### src/rtl/axi_xbar_pkg.sv
// Shared types and helpers for the crossbar response return paths.
// Holds the BRESP encoding and the select-vector encoder used by every master port.
package axi_xbar_pkg;

  typedef enum logic [1:0] {
    OKAY   = 2'd0,
    EXOKAY = 2'd1,
    SLVERR = 2'd2,
    DECERR = 2'd3
  } resp_t;

  localparam int RECEIVER_NUM_DEF = 8;
  localparam int IDX_WIDTH        = $clog2(RECEIVER_NUM_DEF);

  // Widest select vector the encoder accepts; callers zero-extend narrower ones.
  localparam int SEL_MAX = 64;

  // Lowest set bit wins; an all-zero vector encodes to 0.
  function automatic int onehot_to_idx(input logic [SEL_MAX-1:0] onehot);
    int idx;
    idx = 0;
    for (int i = SEL_MAX - 1; i >= 0; i--) begin
      if (onehot[i]) idx = i;
    end
    return idx;
  endfunction

endpackage

### src/rtl/idx_fifo.sv
// In-order FIFO of slave indices; read data is the current head, available while non-empty.
// Pushes while full and pops while empty are ignored.
module idx_fifo #(
  parameter int WIDTH = 3,
  parameter int DEPTH = 8
) (
  input  logic                     ACLK,
  input  logic                     ARESETn,
  input  logic                     push,
  input  logic                     pop,
  input  logic [WIDTH-1:0]         din,
  output logic [WIDTH-1:0]         dout,
  output logic [$clog2(DEPTH):0]   count,
  output logic                     full,
  output logic                     empty
);

  localparam int PTR_W = $clog2(DEPTH);

  logic [WIDTH-1:0] mem [DEPTH];
  logic [PTR_W-1:0] wr_ptr_reg, wr_ptr_next;
  logic [PTR_W-1:0] rd_ptr_reg, rd_ptr_next;
  logic [PTR_W:0]   count_reg, count_next;
  logic             push_ok, pop_ok;

  assign full    = (count_reg == (PTR_W + 1)'(DEPTH));
  assign empty   = (count_reg == '0);
  assign push_ok = push & ~full;
  assign pop_ok  = pop & ~empty;

  // DEPTH is a power of two, so pointer wrap is plain overflow.
  always_comb begin
    wr_ptr_next = wr_ptr_reg;
    rd_ptr_next = rd_ptr_reg;
    count_next  = count_reg;
    if (push_ok) wr_ptr_next = wr_ptr_reg + 1'b1;
    if (pop_ok)  rd_ptr_next = rd_ptr_reg + 1'b1;
    case ({push_ok, pop_ok})
      2'b10:   count_next = count_reg + 1'b1;
      2'b01:   count_next = count_reg - 1'b1;
      default: count_next = count_reg;
    endcase
  end

  always_ff @(posedge ACLK or negedge ARESETn) begin
    if (!ARESETn) begin
      wr_ptr_reg <= '0;
      rd_ptr_reg <= '0;
      count_reg  <= '0;
    end else begin
      wr_ptr_reg <= wr_ptr_next;
      rd_ptr_reg <= rd_ptr_next;
      count_reg  <= count_next;
    end
  end

  always_ff @(posedge ACLK) begin
    if (push_ok) mem[wr_ptr_reg] <= din;
  end

  assign dout  = mem[rd_ptr_reg];
  assign count = count_reg;

endmodule

### src/rtl/b_resp_return.sv
// Write-response return path for one master port: tracks AW destinations in order
// and forwards B only from the slave owed the oldest response, via a one-entry output register.
module b_resp_return
  import axi_xbar_pkg::*;
#(
  parameter int RECEIVER_NUM      = 8,
  parameter int ID_WIDTH          = 4,
  parameter int OUTSTANDING_DEPTH = 8
) (
  input  logic                                 ACLK,
  input  logic                                 ARESETn,
  input  logic                                 aw_push,
  input  logic [RECEIVER_NUM-1:0]              aw_slave_sel,
  output logic                                 aw_stall,
  output logic [$clog2(OUTSTANDING_DEPTH):0]   outstanding,
  input  logic [RECEIVER_NUM-1:0]              slv_bvalid,
  input  logic [ID_WIDTH-1:0]                  slv_bid   [RECEIVER_NUM],
  input  logic [1:0]                           slv_bresp [RECEIVER_NUM],
  output logic [RECEIVER_NUM-1:0]              slv_bready,
  output logic                                 m_bvalid,
  output logic [ID_WIDTH-1:0]                  m_bid,
  output logic [1:0]                           m_bresp,
  input  logic                                 m_bready
);

  localparam int IDX_W = $clog2(RECEIVER_NUM);

  logic [SEL_MAX-1:0]  sel_wide;
  logic [IDX_W-1:0]    push_idx;
  logic [IDX_W-1:0]    head_idx;
  logic                fifo_push, fifo_full, fifo_empty;
  logic                head_ready, head_bvalid, b_pop;

  logic                m_bvalid_reg, m_bvalid_next;
  logic [ID_WIDTH-1:0] m_bid_reg, m_bid_next;
  resp_t               m_bresp_reg, m_bresp_next;

  always_comb begin
    sel_wide                   = '0;
    sel_wide[RECEIVER_NUM-1:0] = aw_slave_sel;
  end

  assign push_idx  = IDX_W'(onehot_to_idx(sel_wide));
  // A zero-hot select carries no destination, so it is not tracked.
  assign fifo_push = aw_push & (|aw_slave_sel) & ~fifo_full;

  idx_fifo #(
    .WIDTH (IDX_W),
    .DEPTH (OUTSTANDING_DEPTH)
  ) u_idx_fifo (
    .ACLK    (ACLK),
    .ARESETn (ARESETn),
    .push    (fifo_push),
    .pop     (b_pop),
    .din     (push_idx),
    .dout    (head_idx),
    .count   (outstanding),
    .full    (fifo_full),
    .empty   (fifo_empty)
  );

  // Stall comes from the registered count only; a pop in the same cycle does not free a slot early.
  assign aw_stall = fifo_full;

  // The output register can take a new beat when it is empty or draining this cycle.
  assign head_ready  = ~fifo_empty & (~m_bvalid_reg | m_bready);
  assign head_bvalid = slv_bvalid[head_idx];
  assign b_pop       = head_ready & head_bvalid;

  generate
    for (genvar gi = 0; gi < RECEIVER_NUM; gi++) begin : g_ready
      localparam logic [IDX_W-1:0] SLAVE_IDX = IDX_W'(gi);
      assign slv_bready[gi] = head_ready & (head_idx == SLAVE_IDX);
    end
  endgenerate

  always_comb begin
    m_bvalid_next = m_bvalid_reg;
    m_bid_next    = m_bid_reg;
    m_bresp_next  = m_bresp_reg;
    if (b_pop) begin
      m_bvalid_next = 1'b1;
      m_bid_next    = slv_bid[head_idx];
      m_bresp_next  = resp_t'(slv_bresp[head_idx]);
    end else if (m_bready) begin
      m_bvalid_next = 1'b0;
    end
  end

  always_ff @(posedge ACLK or negedge ARESETn) begin
    if (!ARESETn) begin
      m_bvalid_reg <= 1'b0;
      m_bid_reg    <= '0;
      m_bresp_reg  <= OKAY;
    end else begin
      m_bvalid_reg <= m_bvalid_next;
      m_bid_reg    <= m_bid_next;
      m_bresp_reg  <= m_bresp_next;
    end
  end

  assign m_bvalid = m_bvalid_reg;
  assign m_bid    = m_bid_reg;
  assign m_bresp  = m_bresp_reg;

endmodule

### config.mk
export PLATFORM = sky130hd
export DESIGN_NAME = b_resp_return
export DESIGN_NICKNAME = d
export VERILOG_FILES = /design/src/rtl/axi_xbar_pkg.sv /design/src/rtl/idx_fifo.sv /design/src/rtl/b_resp_return.sv
export SDC_FILE = /design/constraint.sdc
export NUM_CORES = 1
export LEC_CHECK = 0
export CORE_UTILIZATION = 40
export DETAILED_ROUTE_END_ITERATION = 8
export PLACE_DENSITY_LB_ADDON = 0.1
export SLEW_MARGIN = 20
export SYNTH_ARGS = -nofsm -noshare
export SYNTH_HDL_FRONTEND = slang
export SYNTH_SLANG_ARGS = --single-unit
### constraint.sdc
create_clock -name ACLK -period 7.6 [get_ports ACLK]
set_input_delay 1.14 -clock ACLK [delete_from_list [all_inputs] [get_ports ACLK]]
set_output_delay 1.14 -clock ACLK [all_outputs]
set_load 0.1 [all_outputs]
Yosys cells after proc, flatten, opt, wreduce, memory -nomap -nowiden
Memories as Yosys holds them, arrays and structs flattened.
Index checks and enable logic that the tools add are counted.
{"block": "word_totals", "reg_bits": 17, "mem_bits_rw": 24, "input_bits": 68, "out_inout_bits": 20, "wordCells": 68, "memories": 1}
{"memory": "u_idx_fifo.mem", "words": 8, "word_bits": 3, "rd": 1, "rd_ports_with_merged_regs": 0, "wr": 1, "line": "idx_fifo.sv:20", "source": "logic [WIDTH-1:0] mem [DEPTH];"}
{"block": "op_classes", "addsub": 4, "order_cmp": 2, "eq_ne": 10, "n_mux": 21, "bitwise": 19, "n_reduce_logical": 5}
{"op": "$mux W3", "n": 8}
{"op": "$and A1 B1 Y1", "n": 14}
{"op": "$bmux W4 S3", "n": 1}
{"op": "$eq A3 B3 Y1 const B", "n": 4}
{"op": "$mux W4", "n": 2}
{"op": "$pmux W4 S2", "n": 1}
{"op": "$reduce_or A8 Y1", "n": 1}
{"op": "$add A3 B1 Y3 const B", "n": 2}
{"op": "$bmux W2 S3", "n": 1}
{"op": "$eq A3 B2 Y1 const B", "n": 2}
{"op": "$mux W1", "n": 5}
{"op": "$add A4 B1 Y4 const B", "n": 1}
{"op": "$eq A4 B4 Y1 const B", "n": 1}
{"op": "$ge A4 B4 Y1 const B", "n": 1}
{"op": "$logic_not A4 Y1", "n": 1}
{"op": "$lt A3 B4 Y1 const B", "n": 1}
{"op": "$mux W2", "n": 2}
{"op": "$not A3 Y4", "n": 1}
{"op": "$reduce_bool A2 Y1", "n": 2}
{"op": "$sub A4 B1 Y4 const B", "n": 1}
{"op": "$bmux W1 S3", "n": 1}
{"op": "$eq A3 B1 Y1 const B", "n": 1}
{"op": "$logic_not A3 Y1", "n": 1}
{"op": "$not A1 Y1", "n": 3}
{"op": "other kinds (3)", "n": 3}

Longest topological paths before layout
{"block": "logic_depth", "depth_word": 8, "mapped_depth": 16, "depth_no_buf": 13}

Modules after synthesis
A second synthesis with hierarchy kept.
{"block": "unflattened", "hier_cells": 174, "area_unflattened_um2": 2476.1}
{"module": "idx_fifo", "instances": 1, "cells_each": 102, "area_per_inst_um2": 1561.5, "seq_area_each_um2": 970.9}
{"module": "b_resp_return", "instances": 1, "cells_each": 72, "area_per_inst_um2": 914.6, "seq_area_each_um2": 175.2}

Worst setup path before layout
OpenSTA, ideal clock, no wires.
{"block": "synth_timing", "kind": "reg2out", "from": "reg u_idx_fifo.rd_ptr_reg[0]", "to": "out slv_bready[3]", "arrival_ps": 3042, "required_ps": 6460, "slack_ps": 3418, "stages_incl_launch_ff": 8, "path_buffers": 3, "path_cell_list": "dfrtp_1 > buf_6 > mux2i_1 > mux4_2 > buf_6 > clkbuf_1 > or2_2 > nor2_1"}
{"block": "synth_via", "elab_chain_len": 3}
{"item": "start, declared", "line": "idx_fifo.sv:22", "source": "logic [PTR_W-1:0] rd_ptr_reg, rd_ptr_next;"}
{"item": "start signal, assigned", "line": "idx_fifo.sv:52", "source": "rd_ptr_reg <= rd_ptr_next;"}
{"item": "$mem_v2 Z8 W3"}
{"item": "$eq A3 B2 Y1", "line": "b_resp_return.sv:73", "source": "assign slv_bready[gi] = head_ready & (head_idx == SLAVE_IDX);"}
{"item": "$and A1 B1 Y1", "line": "b_resp_return.sv:73"}
{"item": "end, declared", "line": "b_resp_return.sv:19", "source": "output logic [RECEIVER_NUM-1:0] slv_bready,"}
Every way passes these cells.

Worst setup path in the final report
{"block": "layout_timing", "from": "reg u_idx_fifo.rd_ptr_reg[1]", "to": "out slv_bready[4]"}
{"block": "layout_via", "elab_chain_len": 3}
{"item": "$mem_v2 Z8 W3"}
{"item": "$eq A3 B3 Y1", "line": "b_resp_return.sv:73"}
{"item": "$and A1 B1 Y1", "line": "b_resp_return.sv:73"}
Every way passes these cells.

==> run metrics <==
status=completed; startpoint types=flop; hold_ws=0.484 ns; Num CTS Buffers=5; core area=0.00592 mm^2; P&R area growth vs syn=40.4%; fraction of layout cells with a size suffix above 1=5.75%; Hold Buf Count CTS=0; # H-tree levels=2; DP Worst Slack=3.02 ns; Max Clock Freq=210 MHz; met2 WL=2460 um; Worst-Skew Late Latency=0.29 ns; # DRC=0; final core utilization=58.0%; Worst Setup SP=u_idx_fifo.rd_ptr_reg[1]; DRT Pass-1 Iters=4; Fin. Hold Viols=0; postcts setup bufs=0; Detail Route Antenna Nets=0; Clock Tree Buf Depth=2; 1st-iter DRT viols=60; sequential fraction of the synthesis area=46.9%; DR top layer=met4; synthesized area=0.00245 mm^2; CP arrival=3.63 ns; initial core utilization=41.3%; reg2reg start=u_idx_fifo.rd_ptr_reg[0]; FF/Latch Area=0.00115 mm^2; first-pass GRT wire length=8760 um; area of the multi-input gates=0.00118 mm^2; wirelength, routed=5650 um; met1 WL=2650 um; WS Path Type=flop to primary output; worst slew pin tran=0.995 ns; Via density=5.06; clock slew at reported path FFs=0.07 ns; crit path max fanout=28; Yosys reg bits=41; RD Place Congestion=0.752; syn avg cell area=10.7 um^2; CTS tree=done; flop2flop setup slack=3.79 ns; die height=80.2 um; TNS Setup=0 ns; fin. max-slew vios=0; minimum clock period=4.77 ns; DP HPWL=4290 um; met3 WL post-DR=467 um; max reg flops=24; # clock sinks=41; I/O pins=88; CTS root buf=clkbuf_8; unrepaired setup endpoints after global routing=no; ANT cells=0; routed via count=1962; Die X=80.2 um; Cells after Synth=228; Filler Cell Count=518; worst r2r dst=u_idx_fifo.count[3]; global route overflow=0; vias in the first global route=1764; Die ar.=0.00643 mm^2; Data required, critical path=6.46 ns; YS warnings=0; crit path to=slv_bready[4]; pin count of the biggest net entering global routing=29; R2R cell count=13; Setup Viol. Count Final=0; Max-Cap Viols=0; routed len/inst=14.6 um; PostCTS Resize Cnt=0; Total Routing Usage GR=18.2%; Worst Hold Class=flop to flop; initial antenna violation count=0; final net count=386; Worst slew margin=33.4%; final worst path period share=62.8%; Clock Skew=0.00849 ns; Port Buffers=87; Row Count=28; CP Capture Type=primary output; Distinct cells, synth=31; syn nets=302; Final WS setup=2.83 ns
-- metal layers --
metal	GRT usage [%]	up-vias
li1	-	986
met1	24.5	887
met2	29.1	83
met3	3.75	6
met4	6.25	0
met5	0	-
-- worst min-delay path by stage --
| stage | start | to | slack, ns | depth (start not counted) |
|---|---|---|---|---|
| 6_report | m_bresp[0] | m_bresp[0] | 0.48 | 2 |
| 5_1_grt | m_bresp[0] | m_bresp[0] | 0.50 | 2 |
| 4_1_cts | m_bresp[0] | m_bresp[0] | 0.49 | 2 |
| 3_5_place_dp | m_bresp[0] | m_bresp[0] | 0.47 | 2 |
| 3_3_place_gp | m_bid[1] | m_bid[1] | 0.47 | 2 |
| 2_1_floorplan | u_idx_fifo.wr_ptr_reg[2] | u_idx_fifo.wr_ptr_reg[2] | 0.53 | 1 |
-- Yosys cell counts --
| library cell | count | area share, % |
|---|---|---|
| nand2b_1 | 5 | 1.3 |
| mux2i_1 | 27 | 11 |
| nor4_1 | 3 | 0.77 |
| clkbuf_1 | 3 | 0.46 |
| a22oi_4 | 1 | 0.87 |
| nor2b_1 | 14 | 3.6 |
| buf_2 | 2 | 0.41 |
| xnor2_1 | 5 | 1.8 |
| buf_6 | 5 | 2.3 |
| nand2_1 | 22 | 3.4 |
| fa_1 | 1 | 0.82 |
| o21ai_0 | 5 | 1.0 |
| edfxtp_1 | 24 | 29 |
| inv_1 | 7 | 1.1 |
| ha_1 | 5 | 2.6 |
| or2_2 | 2 | 0.51 |
| a21o_1 | 1 | 0.31 |
| o21ai_1 | 2 | 0.41 |
| mux2_2 | 1 | 0.46 |
| nand4_1 | 1 | 0.26 |
| nor2_1 | 21 | 3.2 |
| nand3_1 | 3 | 0.61 |
| mux4_2 | 3 | 2.8 |
| dfrtp_1 | 17 | 17 |
| mux2i_4 | 1 | 0.92 |
| buf_4 | 2 | 0.61 |
| a21oi_1 | 14 | 2.9 |
| a211oi_1 | 18 | 5.5 |
| nand3b_1 | 2 | 0.61 |
| nor3_1 | 8 | 1.6 |
| xor2_1 | 3 | 1.1 |
-- cell usage in the layout (no fill, tap or decap), types with 3 or more instances in the layout --
cell / count
edfxtp_1: 24
a211oi_1: 18
xor2_1: 3
xnor2_1: 5
nor4_1: 3
clkbuf_8: 7
nand2b_1: 5
o21ai_0: 5
ha_1: 5
a21oi_1: 14
dfrtp_1: 17
inv_1: 7
nand3_1: 3
mux4_2: 3
nor3_1: 8
nand2_1: 22
nor2_1: 21
clkdlybuf4s50_1: 87
mux2i_1: 27
nor2b_1: 14
-- logic make-up after synthesis --
| logic type | after synthesis | share of synthesized area (%) |
|---|---|---|
| adders and majority gates | 6 | 3.38 |
| DFF | 41 | 46.9 |
| AOI/OAI and AO/OA | 41 | 11.0 |
| buffers and inverters | 19 | 4.86 |
| xor gates and xnor gates | 8 | 2.86 |
| muxes | 32 | 15.2 |
| and+or+nand+nor | 81 | 15.9 |
-- cell type report --
type / instances / share of cell area, %
repair buffers: 89 / 25.8
clock buffers: 7 / 2.81
inverters: 7 / 0.765
clock inverters: 1 / 0.146
flip-flops and latches: 41 / 33.4
well taps: 75 / 2.73
multi-input cells: 168 / 34.4
-- critical path, cell delays in order (launching register included) --
cell and delay [ns]:
dfrtp_1 0.53, mux4_2 0.58, mux2i_4 0.44, buf_4 0.43, nand2_1 0.12, nor2_1 0.11
clkdlybuf4s50_1 1.13
-- metrics by stage --
step                      instance area, um^2  instances
final                                    3430        388
after global routing                     3430        388
after CTS                                3430        388
after detailed placement                 3330        380
after global placement                   3330        380
after floorplan                          2450        228
Power is not shown: default switching activity piles up to over one toggle a cycle in this logic, so the estimate is an artifact.
==> RTL edit (same settings) <==
The parameter `ID_WIDTH` goes from 4 to 5.
--- a/src/rtl/b_resp_return.sv
+++ b/src/rtl/b_resp_return.sv
@@ -6,3 +6,3 @@
   parameter int RECEIVER_NUM      = 8,
-  parameter int ID_WIDTH          = 4,
+  parameter int ID_WIDTH          = 5,
   parameter int OUTSTANDING_DEPTH = 8
Ports: changed (resized m_bid and slv_bid); port bits go from 88 to 97. The function was not compared with the original's and may differ.
==> RTL edit against the unedited design <==
Routed wire length fell by 1.6%; maximum frequency fell by 4.3%; sequential cell count rose by 1; count of clock-buffer cells in the layout fell by 2; worst setup slack got worse by 0.22 ns; cell area rose by 9.1%; critical path depth did not move; synthesized area rose by 7.1%; critical path type is now input port to output pin.
Power is left out: the tool's default activity adds up to more than one toggle a clock period on the data nets, which glitch-free logic cannot reach.
==> RTL edit: results (changes against the unedited design) <==
The maximum single-stage delay on the critical path came out at 1.17 ns (+0.04 ns). The post-synth net total was 294 (-2.6%); the synthesized area divided by synthesized cell count was 12.4 sq um (+15%). The run gives 3750 sq um (+9.1%) as the area of all placed cells without fillers. The logs give 0.337 (+0.00221) for the headroom to the max-slew limit and 3.43 ns (-0.36 ns) for the flop-to-flop setup slack. The share of the yosys chip area belonging to registers came out at 0.447 (-0.0216). The run gives 3640 sq um (+9.2%) as the instance area at placement. The met3 wirelength from detailed routing is 356 um (-24%), and the met2 routed wirelength is 2550 um (+3.8%). For the met1 track demand over resource in global routing, the log shows 0.230 (-0.0145). The number of violations reported at the end of detailed-routing iteration 0 is 63 (+5.0%).

The logs give 32 (+10%) for the maximum number of pins on one net before global-route repair and 0.773 (+2.7%) for the final RePlAce weighted congestion. The overall via count from detail_route came out at 1957 (-0.25%). The routed wire length came out at 5560 um (-1.6%). Sorting the synthesized cells by area gives the leading types as sky130_fd_sc_hd__edfxtp_1, sky130_fd_sc_hd__mux2i_1, sky130_fd_sc_hd__dfrtp_1.

The run gives 0.267 (-0.0247) as the met2 usage in global routing. The logs give 0.171 (-0.0113) for the total routing resource utilization after global routing and 3.84 ns (+0.21 ns) for the worst endpoint data arrival time. The clock skew is 0.00751 ns (-0.000978 ns).

The number of inserted filler cells in the final layout was 522 (+0.77%); the met3 global-route usage was 0.0408 (+0.00326). The largest fanout on the critical path works out to 5 (-82%). The run finished with clean final reports.

The detailed placer's ending HPWL came out at 4370 um (+1.8%). The tools report the count of nets after finishing as 389 (+0.78%). The count of input and output buffers was 96 (+10%).

Wire length of the first global-routing pass: 9350 um (+6.8%). The share of async-settable or async-resettable flops after synthesis is 0.429 (+0.0139), and the routed length on met1 is 2540 um (-4.1%).
==> RTL edit: changes by cell type in the layout (fill, tap and decap cells not counted), moves of 4 or more <==
cell	delta
sky130_fd_sc_hd__mux2i_1	+23
sky130_fd_sc_hd__clkdlybuf4s50_1	+9
sky130_fd_sc_hd__nor2_1	-10
sky130_fd_sc_hd__mux2_4	+8
sky130_fd_sc_hd__o21ai_0	-4
sky130_fd_sc_hd__mux2_2	+7
sky130_fd_sc_hd__nand2_1	-7
sky130_fd_sc_hd__a211oi_1	-18
sky130_fd_sc_hd__nor2b_1	-13
sky130_fd_sc_hd__a21oi_1	-10
==> RTL edit: cell families (layout without fill, tap and decap cells) <==
kind of cell / Yosys count / in the layout / synth area share
xor gates and xnor gates: 7 / 7 / 0.0234
adders and majority gates: 6 / 6 / 0.0315
DFF: 42 / 42 / 0.447
buffers and inverters: 19 / 115 / 0.0382
and+or+nand+nor: 54 / 54 / 0.100
muxes: 74 / 74 / 0.335
AOI/OAI and AO/OA: 10 / 10 / 0.0248
==> RTL edit: how the worst min path moves through the flow <==
stage | slack, ns | cells past startpoint | end | startpoint
after floorplan | 0.53 | 1 | u_idx_fifo.wr_ptr_reg[2] | u_idx_fifo.wr_ptr_reg[2]
after global placement | 0.49 | 1 | m_bresp[0] | m_bresp[0]
after detailed placement | 0.50 | 1 | m_bid[2] | m_bid[2]
after CTS | 0.52 | 1 | m_bid[2] | m_bid[2]
after global routing | 0.52 | 1 | m_bid[2] | m_bid[2]
final | 0.51 | 1 | m_bid[2] | m_bid[2]
==> RTL edit: area by class of cell <==
cell class / count / area share
tap: 77 / 0.0257
inverter: 9 / 0.00902
clock buffer: 5 / 0.0184
timing repair buffer: 98 / 0.260
sequential: 42 / 0.313
clock inverter: 3 / 0.0107
multi-input combinational: 151 / 0.363
